==> src/rtl/alu_pkg.sv <==
// alu_pkg: shared constants for the ALU issue stage.
//   ALU_CTR_*  4-bit operation codes understood by the ALU
//   OP_*       MIPS-I primary opcodes handled by the decoder
//   FUNCT_*    MIPS-I R-type function codes handled by the decoder
//   issue_state_e  occupancy of the 2-entry head/skid buffer
package alu_pkg;

  localparam logic [3:0] ALU_CTR_AND  = 4'b0000;
  localparam logic [3:0] ALU_CTR_OR   = 4'b0001;
  localparam logic [3:0] ALU_CTR_ADD  = 4'b0010;
  localparam logic [3:0] ALU_CTR_SLL  = 4'b0011;
  localparam logic [3:0] ALU_CTR_SRL  = 4'b0100;
  localparam logic [3:0] ALU_CTR_PASS = 4'b0101;
  localparam logic [3:0] ALU_CTR_SUB  = 4'b0110;
  localparam logic [3:0] ALU_CTR_SLT  = 4'b0111;
  localparam logic [3:0] ALU_CTR_SLTU = 4'b1000;
  localparam logic [3:0] ALU_CTR_XOR  = 4'b1011;
  localparam logic [3:0] ALU_CTR_NOR  = 4'b1100;
  localparam logic [3:0] ALU_CTR_SRA  = 4'b1110;

  localparam logic [5:0] OP_RTYPE = 6'h00;
  localparam logic [5:0] OP_BEQ   = 6'h04;
  localparam logic [5:0] OP_BNE   = 6'h05;
  localparam logic [5:0] OP_ADDI  = 6'h08;
  localparam logic [5:0] OP_ADDIU = 6'h09;
  localparam logic [5:0] OP_SLTI  = 6'h0A;
  localparam logic [5:0] OP_SLTIU = 6'h0B;
  localparam logic [5:0] OP_ANDI  = 6'h0C;
  localparam logic [5:0] OP_ORI   = 6'h0D;
  localparam logic [5:0] OP_XORI  = 6'h0E;
  localparam logic [5:0] OP_LUI   = 6'h0F;
  localparam logic [5:0] OP_LW    = 6'h23;
  localparam logic [5:0] OP_SW    = 6'h2B;

  localparam logic [5:0] FUNCT_SLL  = 6'h00;
  localparam logic [5:0] FUNCT_SRL  = 6'h02;
  localparam logic [5:0] FUNCT_SRA  = 6'h03;
  localparam logic [5:0] FUNCT_SLLV = 6'h04;
  localparam logic [5:0] FUNCT_SRLV = 6'h06;
  localparam logic [5:0] FUNCT_SRAV = 6'h07;
  localparam logic [5:0] FUNCT_ADD  = 6'h20;
  localparam logic [5:0] FUNCT_ADDU = 6'h21;
  localparam logic [5:0] FUNCT_SUB  = 6'h22;
  localparam logic [5:0] FUNCT_SUBU = 6'h23;
  localparam logic [5:0] FUNCT_AND  = 6'h24;
  localparam logic [5:0] FUNCT_OR   = 6'h25;
  localparam logic [5:0] FUNCT_XOR  = 6'h26;
  localparam logic [5:0] FUNCT_NOR  = 6'h27;
  localparam logic [5:0] FUNCT_SLT  = 6'h2A;
  localparam logic [5:0] FUNCT_SLTU = 6'h2B;

  typedef enum logic [1:0] {
    ISSUE_EMPTY = 2'd0,
    ISSUE_ONE   = 2'd1,
    ISSUE_TWO   = 2'd2
  } issue_state_e;

endpackage

==> src/rtl/alu_issue_stage_if.sv <==
// alu_issue_stage_if: bundles the upstream valid/ready entry bus, flush and
// the downstream ALU operand bus of the issue stage.
//   master : register-read / ALU environment (drives in_*, flush, out_ready)
//   slave  : the issue stage itself (drives in_ready and out_*)
interface alu_issue_stage_if #(
  parameter int DATA_W = 32
);
  logic              flush;
  logic              in_valid;
  logic              in_ready;
  logic [31:0]       in_inst;
  logic [DATA_W-1:0] in_rs_val;
  logic [DATA_W-1:0] in_rt_val;
  logic              out_valid;
  logic              out_ready;
  logic [3:0]        out_alu_ctr;
  logic [DATA_W-1:0] out_input1;
  logic [DATA_W-1:0] out_input2;
  logic [4:0]        out_wreg;
  logic              out_reg_write;
  logic              out_illegal;

  modport master (
    output flush, in_valid, in_inst, in_rs_val, in_rt_val, out_ready,
    input  in_ready, out_valid, out_alu_ctr, out_input1, out_input2,
           out_wreg, out_reg_write, out_illegal
  );

  modport slave (
    input  flush, in_valid, in_inst, in_rs_val, in_rt_val, out_ready,
    output in_ready, out_valid, out_alu_ctr, out_input1, out_input2,
           out_wreg, out_reg_write, out_illegal
  );
endinterface

==> src/rtl/alu_issue_decode.sv <==
// alu_issue_decode: combinational MIPS-I decode of instruction + operands
// into ALU control code, operand pair and destination.
// Ports: inst, rs_val, rt_val in; alu_ctr, input1, input2, wreg,
//        reg_write, illegal out.
// Build option: ALU_ISSUE_LUI_EN adds lui (op 0F) as SLL of the zero-extended
// immediate by 16; without it op 0F decodes as illegal.
module alu_issue_decode
  import alu_pkg::*;
#(
  parameter int DATA_W = 32
) (
  input  logic [31:0]       inst,
  input  logic [DATA_W-1:0] rs_val,
  input  logic [DATA_W-1:0] rt_val,
  output logic [3:0]        alu_ctr,
  output logic [DATA_W-1:0] input1,
  output logic [DATA_W-1:0] input2,
  output logic [4:0]        wreg,
  output logic              reg_write,
  output logic              illegal
);
  logic [5:0]        op, funct;
  logic [4:0]        rt, rd, shamt;
  logic [DATA_W-1:0] imm_sext, imm_zext, shamt_ext, rs_shift_ext;
  logic              no_write;

  assign op           = inst[31:26];
  assign rt           = inst[20:16];
  assign rd           = inst[15:11];
  assign shamt        = inst[10:6];
  assign funct        = inst[5:0];
  assign imm_sext     = {{(DATA_W-16){inst[15]}}, inst[15:0]};
  assign imm_zext     = {{(DATA_W-16){1'b0}}, inst[15:0]};
  assign shamt_ext    = {{(DATA_W-5){1'b0}}, shamt};
  assign rs_shift_ext = {{(DATA_W-5){1'b0}}, rs_val[4:0]};

  always_comb begin
    alu_ctr  = ALU_CTR_PASS;
    input1   = rs_val;
    input2   = '0;
    wreg     = '0;
    illegal  = 1'b0;
    no_write = 1'b0;
    if (op == OP_RTYPE) begin
      wreg   = rd;
      input2 = rt_val;
      case (funct)
        FUNCT_ADD, FUNCT_ADDU: alu_ctr = ALU_CTR_ADD;
        FUNCT_SUB, FUNCT_SUBU: alu_ctr = ALU_CTR_SUB;
        FUNCT_AND:  alu_ctr = ALU_CTR_AND;
        FUNCT_OR:   alu_ctr = ALU_CTR_OR;
        FUNCT_XOR:  alu_ctr = ALU_CTR_XOR;
        FUNCT_NOR:  alu_ctr = ALU_CTR_NOR;
        FUNCT_SLT:  alu_ctr = ALU_CTR_SLT;
        FUNCT_SLTU: alu_ctr = ALU_CTR_SLTU;
        FUNCT_SLL:  begin alu_ctr = ALU_CTR_SLL; input1 = shamt_ext;    end
        FUNCT_SRL:  begin alu_ctr = ALU_CTR_SRL; input1 = shamt_ext;    end
        FUNCT_SRA:  begin alu_ctr = ALU_CTR_SRA; input1 = shamt_ext;    end
        FUNCT_SLLV: begin alu_ctr = ALU_CTR_SLL; input1 = rs_shift_ext; end
        FUNCT_SRLV: begin alu_ctr = ALU_CTR_SRL; input1 = rs_shift_ext; end
        FUNCT_SRAV: begin alu_ctr = ALU_CTR_SRA; input1 = rs_shift_ext; end
        default:    illegal = 1'b1;
      endcase
    end else begin
      wreg = rt;
      case (op)
        OP_ADDI, OP_ADDIU, OP_LW: begin alu_ctr = ALU_CTR_ADD;  input2 = imm_sext; end
        OP_SW:    begin alu_ctr = ALU_CTR_ADD;  input2 = imm_sext; no_write = 1'b1; end
        OP_SLTI:  begin alu_ctr = ALU_CTR_SLT;  input2 = imm_sext; end
        OP_SLTIU: begin alu_ctr = ALU_CTR_SLTU; input2 = imm_sext; end
        OP_ANDI:  begin alu_ctr = ALU_CTR_AND;  input2 = imm_zext; end
        OP_ORI:   begin alu_ctr = ALU_CTR_OR;   input2 = imm_zext; end
        OP_XORI:  begin alu_ctr = ALU_CTR_XOR;  input2 = imm_zext; end
        OP_BEQ, OP_BNE: begin alu_ctr = ALU_CTR_SUB; input2 = rt_val; no_write = 1'b1; end
`ifdef ALU_ISSUE_LUI_EN
        OP_LUI: begin
          alu_ctr = ALU_CTR_SLL;
          input1  = {{(DATA_W-5){1'b0}}, 5'd16};
          input2  = imm_zext;
        end
`endif
        default: illegal = 1'b1;
      endcase
    end
    // Illegal encodings pass rs through so the ALU sees a harmless op.
    if (illegal) begin
      alu_ctr = ALU_CTR_PASS;
      input1  = rs_val;
      input2  = '0;
      wreg    = '0;
    end
    reg_write = !illegal && !no_write && (wreg != 5'd0);
  end
endmodule

==> src/rtl/alu_issue_stage.sv <==
// alu_issue_stage: decodes entries on acceptance and holds them in a
// 2-entry head/skid buffer feeding the ALU with registered operands.
// Ports: clk, rst_n (synchronous, active low), bus (alu_issue_stage_if.slave:
//        flush, in_* valid/ready entry, out_* valid/ready ALU operands).
//
// state       | meaning
// ISSUE_EMPTY | no entry buffered, out_valid low
// ISSUE_ONE   | head holds the oldest entry, skid free
// ISSUE_TWO   | head and skid both full, in_ready low
module alu_issue_stage
  import alu_pkg::*;
#(
  parameter int DATA_W = 32
) (
  input  logic              clk,
  input  logic              rst_n,
  alu_issue_stage_if.slave  bus
);
  typedef struct packed {
    logic [3:0]        alu_ctr;
    logic [DATA_W-1:0] input1;
    logic [DATA_W-1:0] input2;
    logic [4:0]        wreg;
    logic              reg_write;
    logic              illegal;
  } entry_t;

  issue_state_e state, state_next;
  entry_t       head, skid, dec;
  logic         accept, pop, head_from_dec, head_from_skid, skid_load;

  alu_issue_decode #(.DATA_W(DATA_W)) u_decode (
    .inst      (bus.in_inst),
    .rs_val    (bus.in_rs_val),
    .rt_val    (bus.in_rt_val),
    .alu_ctr   (dec.alu_ctr),
    .input1    (dec.input1),
    .input2    (dec.input2),
    .wreg      (dec.wreg),
    .reg_write (dec.reg_write),
    .illegal   (dec.illegal)
  );

  assign bus.in_ready      = (state != ISSUE_TWO);
  assign bus.out_valid     = (state != ISSUE_EMPTY);
  assign accept            = bus.in_valid && bus.in_ready;
  assign pop               = bus.out_valid && bus.out_ready;
  assign bus.out_alu_ctr   = head.alu_ctr;
  assign bus.out_input1    = head.input1;
  assign bus.out_input2    = head.input2;
  assign bus.out_wreg      = head.wreg;
  assign bus.out_reg_write = head.reg_write;
  assign bus.out_illegal   = head.illegal;

  always_comb begin
    state_next     = state;
    head_from_dec  = 1'b0;
    head_from_skid = 1'b0;
    skid_load      = 1'b0;
    if (bus.flush) begin
      state_next = ISSUE_EMPTY;
    end else begin
      case (state)
        ISSUE_EMPTY: if (accept) begin
          state_next    = ISSUE_ONE;
          head_from_dec = 1'b1;
        end
        ISSUE_ONE: begin
          if (accept && pop) begin
            head_from_dec = 1'b1;
          end else if (accept) begin
            state_next = ISSUE_TWO;
            skid_load  = 1'b1;
          end else if (pop) begin
            state_next = ISSUE_EMPTY;
          end
        end
        ISSUE_TWO: if (pop) begin
          state_next     = ISSUE_ONE;
          head_from_skid = 1'b1;
        end
        default: state_next = ISSUE_EMPTY;
      endcase
    end
  end

  always_ff @(posedge clk) begin
    if (!rst_n) begin
      state <= ISSUE_EMPTY;
      head  <= '0;
      skid  <= '0;
    end else begin
      state <= state_next;
      if (head_from_dec)       head <= dec;
      else if (head_from_skid) head <= skid;
      if (skid_load)           skid <= dec;
    end
  end
endmodule

==> src/flat_wrapper.sv <==
// flat-port wrapper written by rule: the top's interface ports become plain ports
module alu_issue_stage_flat import alu_pkg::*;
#(
  parameter int DATA_W = 32
)
  (clk, rst_n, bus_flush, bus_in_valid, bus_in_inst, bus_in_rs_val, bus_in_rt_val, bus_out_ready, bus_in_ready, bus_out_valid, bus_out_alu_ctr, bus_out_input1, bus_out_input2, bus_out_wreg, bus_out_reg_write, bus_out_illegal);
  alu_issue_stage_if #(.DATA_W(DATA_W)) bus_i ();
  input  logic clk;
  input  logic rst_n;
  input wire logic [$bits(bus_i.flush)-1:0] bus_flush;
  input wire logic [$bits(bus_i.in_valid)-1:0] bus_in_valid;
  input wire logic [$bits(bus_i.in_inst)-1:0] bus_in_inst;
  input wire logic [$bits(bus_i.in_rs_val)-1:0] bus_in_rs_val;
  input wire logic [$bits(bus_i.in_rt_val)-1:0] bus_in_rt_val;
  input wire logic [$bits(bus_i.out_ready)-1:0] bus_out_ready;
  output wire logic [$bits(bus_i.in_ready)-1:0] bus_in_ready;
  output wire logic [$bits(bus_i.out_valid)-1:0] bus_out_valid;
  output wire logic [$bits(bus_i.out_alu_ctr)-1:0] bus_out_alu_ctr;
  output wire logic [$bits(bus_i.out_input1)-1:0] bus_out_input1;
  output wire logic [$bits(bus_i.out_input2)-1:0] bus_out_input2;
  output wire logic [$bits(bus_i.out_wreg)-1:0] bus_out_wreg;
  output wire logic [$bits(bus_i.out_reg_write)-1:0] bus_out_reg_write;
  output wire logic [$bits(bus_i.out_illegal)-1:0] bus_out_illegal;
  assign bus_i.flush = bus_flush;
  assign bus_i.in_valid = bus_in_valid;
  assign bus_i.in_inst = bus_in_inst;
  assign bus_i.in_rs_val = bus_in_rs_val;
  assign bus_i.in_rt_val = bus_in_rt_val;
  assign bus_i.out_ready = bus_out_ready;
  assign bus_in_ready = bus_i.in_ready;
  assign bus_out_valid = bus_i.out_valid;
  assign bus_out_alu_ctr = bus_i.out_alu_ctr;
  assign bus_out_input1 = bus_i.out_input1;
  assign bus_out_input2 = bus_i.out_input2;
  assign bus_out_wreg = bus_i.out_wreg;
  assign bus_out_reg_write = bus_i.out_reg_write;
  assign bus_out_illegal = bus_i.out_illegal;
  alu_issue_stage #(.DATA_W(DATA_W)) u_core (.clk(clk), .rst_n(rst_n), .bus(bus_i));
endmodule
==> config.mk <==
export PLATFORM = sky130hd
export DESIGN_NAME = alu_issue_stage_flat
export DESIGN_NICKNAME = d
export VERILOG_FILES = /design/src/rtl/alu_pkg.sv /design/src/rtl/alu_issue_stage_if.sv /design/src/rtl/alu_issue_decode.sv /design/src/rtl/alu_issue_stage.sv /design/src/flat_wrapper.sv
export SDC_FILE = /design/constraint.sdc
export NUM_CORES = 1
export LEC_CHECK = 0
export CORE_ASPECT_RATIO = 0.9
export CORE_UTILIZATION = 49
export CTS_CLUSTER_SIZE = 24
export DETAILED_ROUTE_END_ITERATION = 8
export MAX_ROUTING_LAYER = met4
export PLACE_DENSITY_LB_ADDON = 0.3
export SLEW_MARGIN = 20
export SYNTH_ARGS = -nofsm -noshare
export SYNTH_HDL_FRONTEND = slang
export SYNTH_SLANG_ARGS = --single-unit
==> constraint.sdc <==
create_clock -name clk -period 2.6 [get_ports clk]
set_input_delay 0.78 -clock clk [delete_from_list [all_inputs] [get_ports clk]]
set_output_delay 0.78 -clock clk [all_outputs]
set_load 0.05 [all_outputs]
==> results of run 1 <==
[final cells by class]
| cell class | count | area (um2) | share of cell area |
|---|---|---|---|
| multi-input combinational | 600 | 3461 | 0.3609 |
| timing repair buffer | 230 | 2297 | 0.2395 |
| inverter | 6 | 22.52 | 0.002348 |
| sequential | 152 | 3043 | 0.3173 |
| clock inverter | 12 | 100.1 | 0.01044 |
| tap | 168 | 210.2 | 0.02192 |
| clock buffer | 20 | 456.7 | 0.04762 |
[how the worst max path moves through the flow]
stage	depth (start not counted)	endpoint	startpoint	slack, ns
6_report	7	u_core.bus.out_input2[3]	bus_in_inst[27]	0.09
5_1_grt	5	u_core.bus.out_input2[25]	bus_in_valid	0.01
4_1_cts	8	u_core.bus.out_input1[3]	bus_in_inst[28]	0.1
3_5_place_dp	8	u_core.bus.out_input1[4]	bus_in_inst[28]	-0.31
3_3_place_gp	8	u_core.bus.out_input1[4]	bus_in_inst[28]	-0.28
2_1_floorplan	7	u_core.skid[67]	bus_in_inst[28]	0.15
[sequential cells by signal (all words and copies together) (netlist names)]
name                      count
u_core.bus.out_alu_ctr        4
u_core.bus.out_illegal        1
u_core.bus.out_input1        32
u_core.bus.out_input2        32
u_core.bus.out_reg_write      1
u_core.bus.out_wreg           5
u_core.skid                  75
u_core.state                  2
[layout by cell type (no fill, tap or decap), types with 17 or more instances in the layout]
| cell | n |
|---|---|
| clkdlybuf4s50_1 | 169 |
| nor2_1 | 45 |
| a31oi_1 | 58 |
| clkbuf_16 | 17 |
| dfxtp_1 | 152 |
| o21ai_0 | 59 |
| a21oi_1 | 81 |
| nand3_1 | 71 |
| and2_1 | 28 |
| mux2i_1 | 18 |
| a22oi_1 | 20 |
| nand2_1 | 105 |
| buf_4 | 48 |
[power by group through the flow]
stage	Clock [mW]	Combinational [mW]	Sequential (mW)
finish	2.33	0.898	2.44
global route	2.47	0.951	2.45
CTS	2.36	0.892	2.44
detailed placement	0	0.886	2.49
global placement	0	0.878	2.49
floorplan	0	0.284	2.68
[routing by layer]
layer | share of wire | global-route usage | vias to the layer above
met4 | 0.027 | 0.1309 | 0
met2 | 0.47 | 0.4781 | 339
met3 | 0.079 | 0.07270 | 51
li1 | - | - | 3372
met1 | 0.43 | 0.3663 | 3296
met5 | 0 | - | -
[per-stage QoR]
step / util / cell area [um2]
detailed placement: 0.6720 / 9014
CTS: 0.7135 / 9570
finish: 0.7150 / 9590
global placement: 0.6720 / 9014
global route: 0.7150 / 9590
floorplan: - / 6793
[worst max-delay path: stages]
cell	delay, ns
clkdlybuf4s50_1	0.44
or4_4	0.57
nor3_4	0.24
a31o_2	0.23
buf_4	0.23
a22oi_1	0.14
o22ai_1	0.22
[cells by family (layout without fill, tap and decap cells)]
| group | after synthesis | in the layout |
|---|---|---|
| xor+xnor | 2 | 2 |
| fa+ha+maj | 1 | 1 |
| flops | 152 | 152 |
| buf+inv | 88 | 268 |
| mux | 18 | 18 |
| simple gates | 303 | 303 |
| compound gates | 276 | 276 |
[timing repair]
action / 4_1_cts / 5_1_grt
setup buffers: 0 / 1
endpoints found under the hold margin: 0 / 0
endpoints found under the setup margin: 0 / 1
hold buffers: 0 / 0
resized for setup: 0 / 2
==> metrics, run 1 <==
worst reg-to-reg path cell count 4; CTS buffer count 17; Ports 178; gpl congestion 0.8914; cell taking the most area after synthesis dfxtp_1; Reg-to-Reg Start u_core.state[1]; Placed Cells 1155; Setup WS pre-CTS -0.3147 ns; main combinational cell family by area after synthesis compound AO/OA/AOI/OAI gates; fraction of the mapped netlist area in simple logic gates 0.2148; status complete, no violations; synthesized-area fraction occupied by xor and xnor cells 0.002579; hold depth 2; FP Rows 40; hold slack 0.4646 ns; Fillers 1046; Cells after Synth 840; hold crit path type reg -> reg; CP startpoint kind input pin; final period utilization 0.9659; TNS Setup 0 ns; P_sw 1.525 mW; I/O Buffers 172; die height 113.7 um; critical path endpoint category register; Synth Area in Compound Gates 0.2544; H-Tree Level Count 4; global-route wire length before repair 33380 um; Nets 1108; net switching fraction of the power 0.2689; logic gate share of total power 0.158; Worst-path clk slew 0.06 ns; RSZ-0062 raised after global routing false; max-cap violations 0; Initial Util 0.5064; Hold Path Sink u_core.skid[71]; Int Pwr 4.147 mW; synthesized flop and latch total 152; Seq pwr share 0.431; dominant cell by count in the synthesized netlist dfxtp_1; grt ovf 0; First DRT Iteration DRCs 516; WL/cell 17.29 um; n_diodes 0; Detailed Route WL 20540 um; Ys Warns 0; Final Critical Period 2.511 ns; Detail Route Antenna Nets 0; initial antenna violation count 0; Clock Path Buffers 2; R2R Setup Slk 0.62 ns; relative slew slack 0.3174; syn_area_per_cell 8.087 um2; die area 14340 um2; Lkg Pwr 3.592 nW; total vias in the final route 7058; Max Fanout on Critical Path 14; Final Power 5.672 mW; post-synthesis adder-cell area fraction 0.001474; Final WS setup 0.08857 ns; Via density 5.941; core area 13410 um2; kind of critical path in -> reg; Max Clock Skew 0.009715 ns; top_reg_cell synth dfxtp_1; Final setup viols 0; cell area power density 591.4 nW/um2; CTS tree built; clk_lat worst skew 0.43 ns; Post-synth EDFFs 0; Max IR drop VDD 553.7 uV; fin cells 1188; sequential area share after synthesis 0.4480; library cells used by synthesis 59; Clk pwr share 0.411; fraction of registers with async set/reset 0; worst slew pin tran 1.020 ns; Worst EP required 2.94 ns; vias in the first global route 6803; FF-to-FF End u_core.bus.out_input2[30]; max frequency 398.2 MHz; Total GRT Usage 0.3013; CTS root buffer clkbuf_16; HP Start u_core.skid[71]; layout cells sized above 1 0.1157; Synth Net Count 941; Area contributors post-synth dfxtp_1, a21oi_1, nand2_1; synth cell count leaders dfxtp_1, nand2_1, a21oi_1, nand3_1, clkbuf_1; Worst EP arrival 2.85 ns; Post-DP HPWL 13200 um; top-area cell type share of the netlist area 0.4480; mux cell area share after synthesis 0.02652; Clock Sinks 152; die width 126.1 um; Max Transition Viols Final 0; Hold Violations, Final 0; total iterations of the first detailed-routing run 5; Post-Synthesis Cell Area 6793 um2; synthesis-to-layout area growth 41.19%; detailed-route DRC error count 0; largest net degree at the start of global routing 62
(Power assumes the default switching activity.)
==> inputs of run 2 (changes only) <==
Settings changed: ABC_AREA from default to 1, CORE_UTILIZATION 49 to 50.
==> run 2 against run 1 <==
Compared with the run above: synthesized area rose by 8.7%; synthesized cell count up 35%; worst setup slack lost 0.053 ns; sequential cell count is the same; critical endpoint is now bus_out_valid; largest cell class unchanged.
==> metrics, run 2 <==
cell area power density 567.4 nW/um2 (was 591.4 nW/um2); Worst-path clk slew 0.06 ns (about the same); dominant cell by count in the synthesized netlist nand2_1 (was dfxtp_1); Area after DPL 9701 um2 (was 9014 um2); top-area cell type share of the netlist area 0.4119 (was 0.4480); Biggest register u_core.skid (unchanged); worst slew pin tran 0.5586 ns (was 1.020 ns); Cells after Synth 1137 (was 840); worst path bufs/invs 2 (unchanged); WL/cell 13.48 um (was 17.29 um); status complete, no violations (unchanged); Ys Warns 0 (unchanged); Placed Cells 1497 (was 1155); Nets 1424 (was 1108); library cells used by synthesis 25 (was 59); Via density 5.128 (was 5.941); synth cell count leaders nand2_1, inv_1, a21oi_1, dfxtp_1, o21ai_0 (was dfxtp_1, nand2_1, a21oi_1, nand3_1, clkbuf_1); max reg flops 75 (unchanged); global-route wire length before repair 33180 um (was 33380 um); Top delay family on crit path buffers and inverters (was simple AND/OR/NAND/NOR gates); Lkg Pwr 4.754 nW (was 3.592 nW); CP Cell Sequence inv_1, nand2_1, clkdlybuf4s50_1 (was clkdlybuf4s50_1, or4_4, nor3_4, a31o_2, buf_4, a22oi_1, o22ai_1); gpl congestion 0.8633 (was 0.8914); First DRT Iteration DRCs 613 (was 516); syn_area_per_cell 6.497 um2 (was 8.087 um2); Synth Net Count 1238 (was 941); Detail Route Antenna Nets 0 (unchanged); Total GRT Usage 0.2811 (was 0.3013); final period utilization 0.9864 (was 0.9659); die width 130.1 um (was 126.1 um); area occupied by registers 3043 um2 (unchanged); Final setup viols 0 (unchanged); fin cells 1527 (was 1188); max frequency 389.9 MHz (was 398.2 MHz); initial antenna violation count 1 (was 0); CTS buffer count 17 (unchanged); total vias in the final route 7830 (was 7058); clk_lat worst skew 0.41 ns (was 0.43 ns); Post-Synthesis Cell Area 7387 um2 (was 6793 um2); CTS Hold Buffers Added 0 (unchanged); final core occ 0.7259 (was 0.7150); Max IR drop VDD 505.1 uV (was 553.7 uV); Worst EP arrival 1.78 ns (was 2.85 ns); critical path endpoint category output pin (was register); Post-synth EDFFs 0 (unchanged); relative slew slack 0.6264 (was 0.3174); Hold Violations, Final 0 (unchanged); CTS root buffer clkbuf_16 (unchanged); Clock Path Buffers 2 (unchanged); layout cells sized above 1 0.08177 (was 0.1157); finished layout cell area 10310 um2 (was 9590 um2); Worst EP required 1.82 ns (was 2.94 ns); kind of critical path reg -> out (was in -> reg); core area 14210 um2 (was 13410 um2); FP Rows 41 (was 40); Fillers 1183 (was 1046); CP max-delay cell clkdlybuf4s50_1 (was or4_4); grt ovf 0 (unchanged); Post-DP HPWL 13720 um (was 13200 um); Area contributors post-synth dfxtp_1, a21oi_1, nand2_1 (unchanged); Clock Sinks 152 (unchanged); largest net degree at the start of global routing 89 (was 62); detailed-route DRC error count 0 (unchanged); vias in the first global route 6974 (was 6803); most frequent cells in the layout nand2_1, inv_1, a21oi_1 (was clkdlybuf4s50_1, dfxtp_1, nand2_1); multi-input logic area 3326 um2 (was 3461 um2); sequential area share after synthesis 0.4119 (was 0.4480); RSZ-0062 raised after global routing true (was false); cell taking the most area after synthesis dfxtp_1 (unchanged); Final Critical Period 2.565 ns (was 2.511 ns); hold crit path type reg -> reg (unchanged); total iterations of the first detailed-routing run 5 (unchanged); Max Transition Viols Final 0 (unchanged); Max Fanout on Critical Path 4 (was 14); die area 15270 um2 (was 14340 um2); die height 117.3 um (was 113.7 um); synthesized flop and latch total 152 (unchanged); CP startpoint kind register (was input pin); Ports 178 (unchanged); Detailed Route WL 20580 um (was 20540 um); slowest stage delay, CP 0.80 ns (was 0.57 ns); synthesis-to-layout area growth 39.63% (was 41.19%); max-cap violations 0 (unchanged); Initial Util 0.5199 (was 0.5064); I/O Buffers 172 (unchanged); most common cell after layout, fill and taps aside nand2_1 (was clkdlybuf4s50_1); top_reg_cell synth dfxtp_1 (unchanged); CTS tree built (unchanged); fraction of registers with async set/reset 0 (unchanged); H-Tree Level Count 4 (unchanged); Max Clock Skew 0.005037 ns (was 0.009715 ns)
-- run 2: changes by cell type after synthesis, moves of 28 or more --
cell,before,now
a21oi_1,81,173
a31oi_1,58,3
and2_1,28,0
inv_1,5,194
nand2_1,106,198
nand3_1,71,34
nor2_1,47,108
o21ai_0,59,142
-- run 2: final cells by class --
cell class,count,area share
Antenna cell,1,0.0002426
Clock inverter,8,0.01177
Timing Repair Buffer,234,0.2283
Multi-Input combinational cell,719,0.3224
Tap cell,193,0.02341
Clock buffer,21,0.04561
Inverter,199,0.07327
Sequential cell,152,0.2950
-- run 2: report_power, final --
part / internal, mW / switching, mW
Clock: 1.57 / 0.913
Sequential: 2.40 / 0.0358
Combinational: 0.386 / 0.546
Total: 4.36 / 1.49
-- run 2: through the flow --
stage                     hold slack (ns)  power [mW]  setup TNS (ns)  worst slack (ns)
after floorplan                    0.4627       2.990               0            0.3998
after global placement             0.4520       3.398          -28.51           -0.3623
after detailed placement           0.4558       3.411          -31.05           -0.3571
after CTS                          0.4650       5.878               0           0.03790
after global routing               0.4828       6.078       -0.006101         -0.003984
final                              0.4622       5.852               0           0.03535
-- run 2: logic make-up after synthesis --
group | synth area share
flip-flops | 0.4119
AO/OA/AOI/OAI | 0.2537
AND/OR/NAND/NOR | 0.1934
buffers and inverters | 0.1409
-- run 2: worst paths after layout --
path | slack (ns) | to | from | cells past startpoint
max | 0.04 | bus_out_valid | u_core.state[1] | 3
min | 0.46 | u_core.bus.out_input2[19] | u_core.bus.out_input2[19] | 2
max reg2reg | 0.87 | u_core.skid[43] | u_core.state[0] | 9
min reg2reg | 0.46 | u_core.bus.out_input2[19] | u_core.bus.out_input2[19] | 2
-- run 2: worst min-delay path: cells and delay by family, from the launching register on --
family          cells  cell delay (ns)
flops               1             0.31
simple gates        1             0.06
compound gates      1             0.05
-- run 2: metal layers --
layer	wire length, um	global-route usage
met1	9028	0.3503
met2	9852	0.4451
met3	1352	0.05885
met4	343	0.1017
met5	0	-
-- run 2: timing repair --
action | CTS | global route
setup endpoints to repair | 0 | 61
resized for setup | 0 | 9
setup buffers | 0 | 0
==> inputs of run 3 (changes only) <==
Settings changed: SKIP_CTS_REPAIR_TIMING from default to 1.
==> results of run 3 <==
Same layout as run 2: the final DEF is identical, and so are final timing and power.
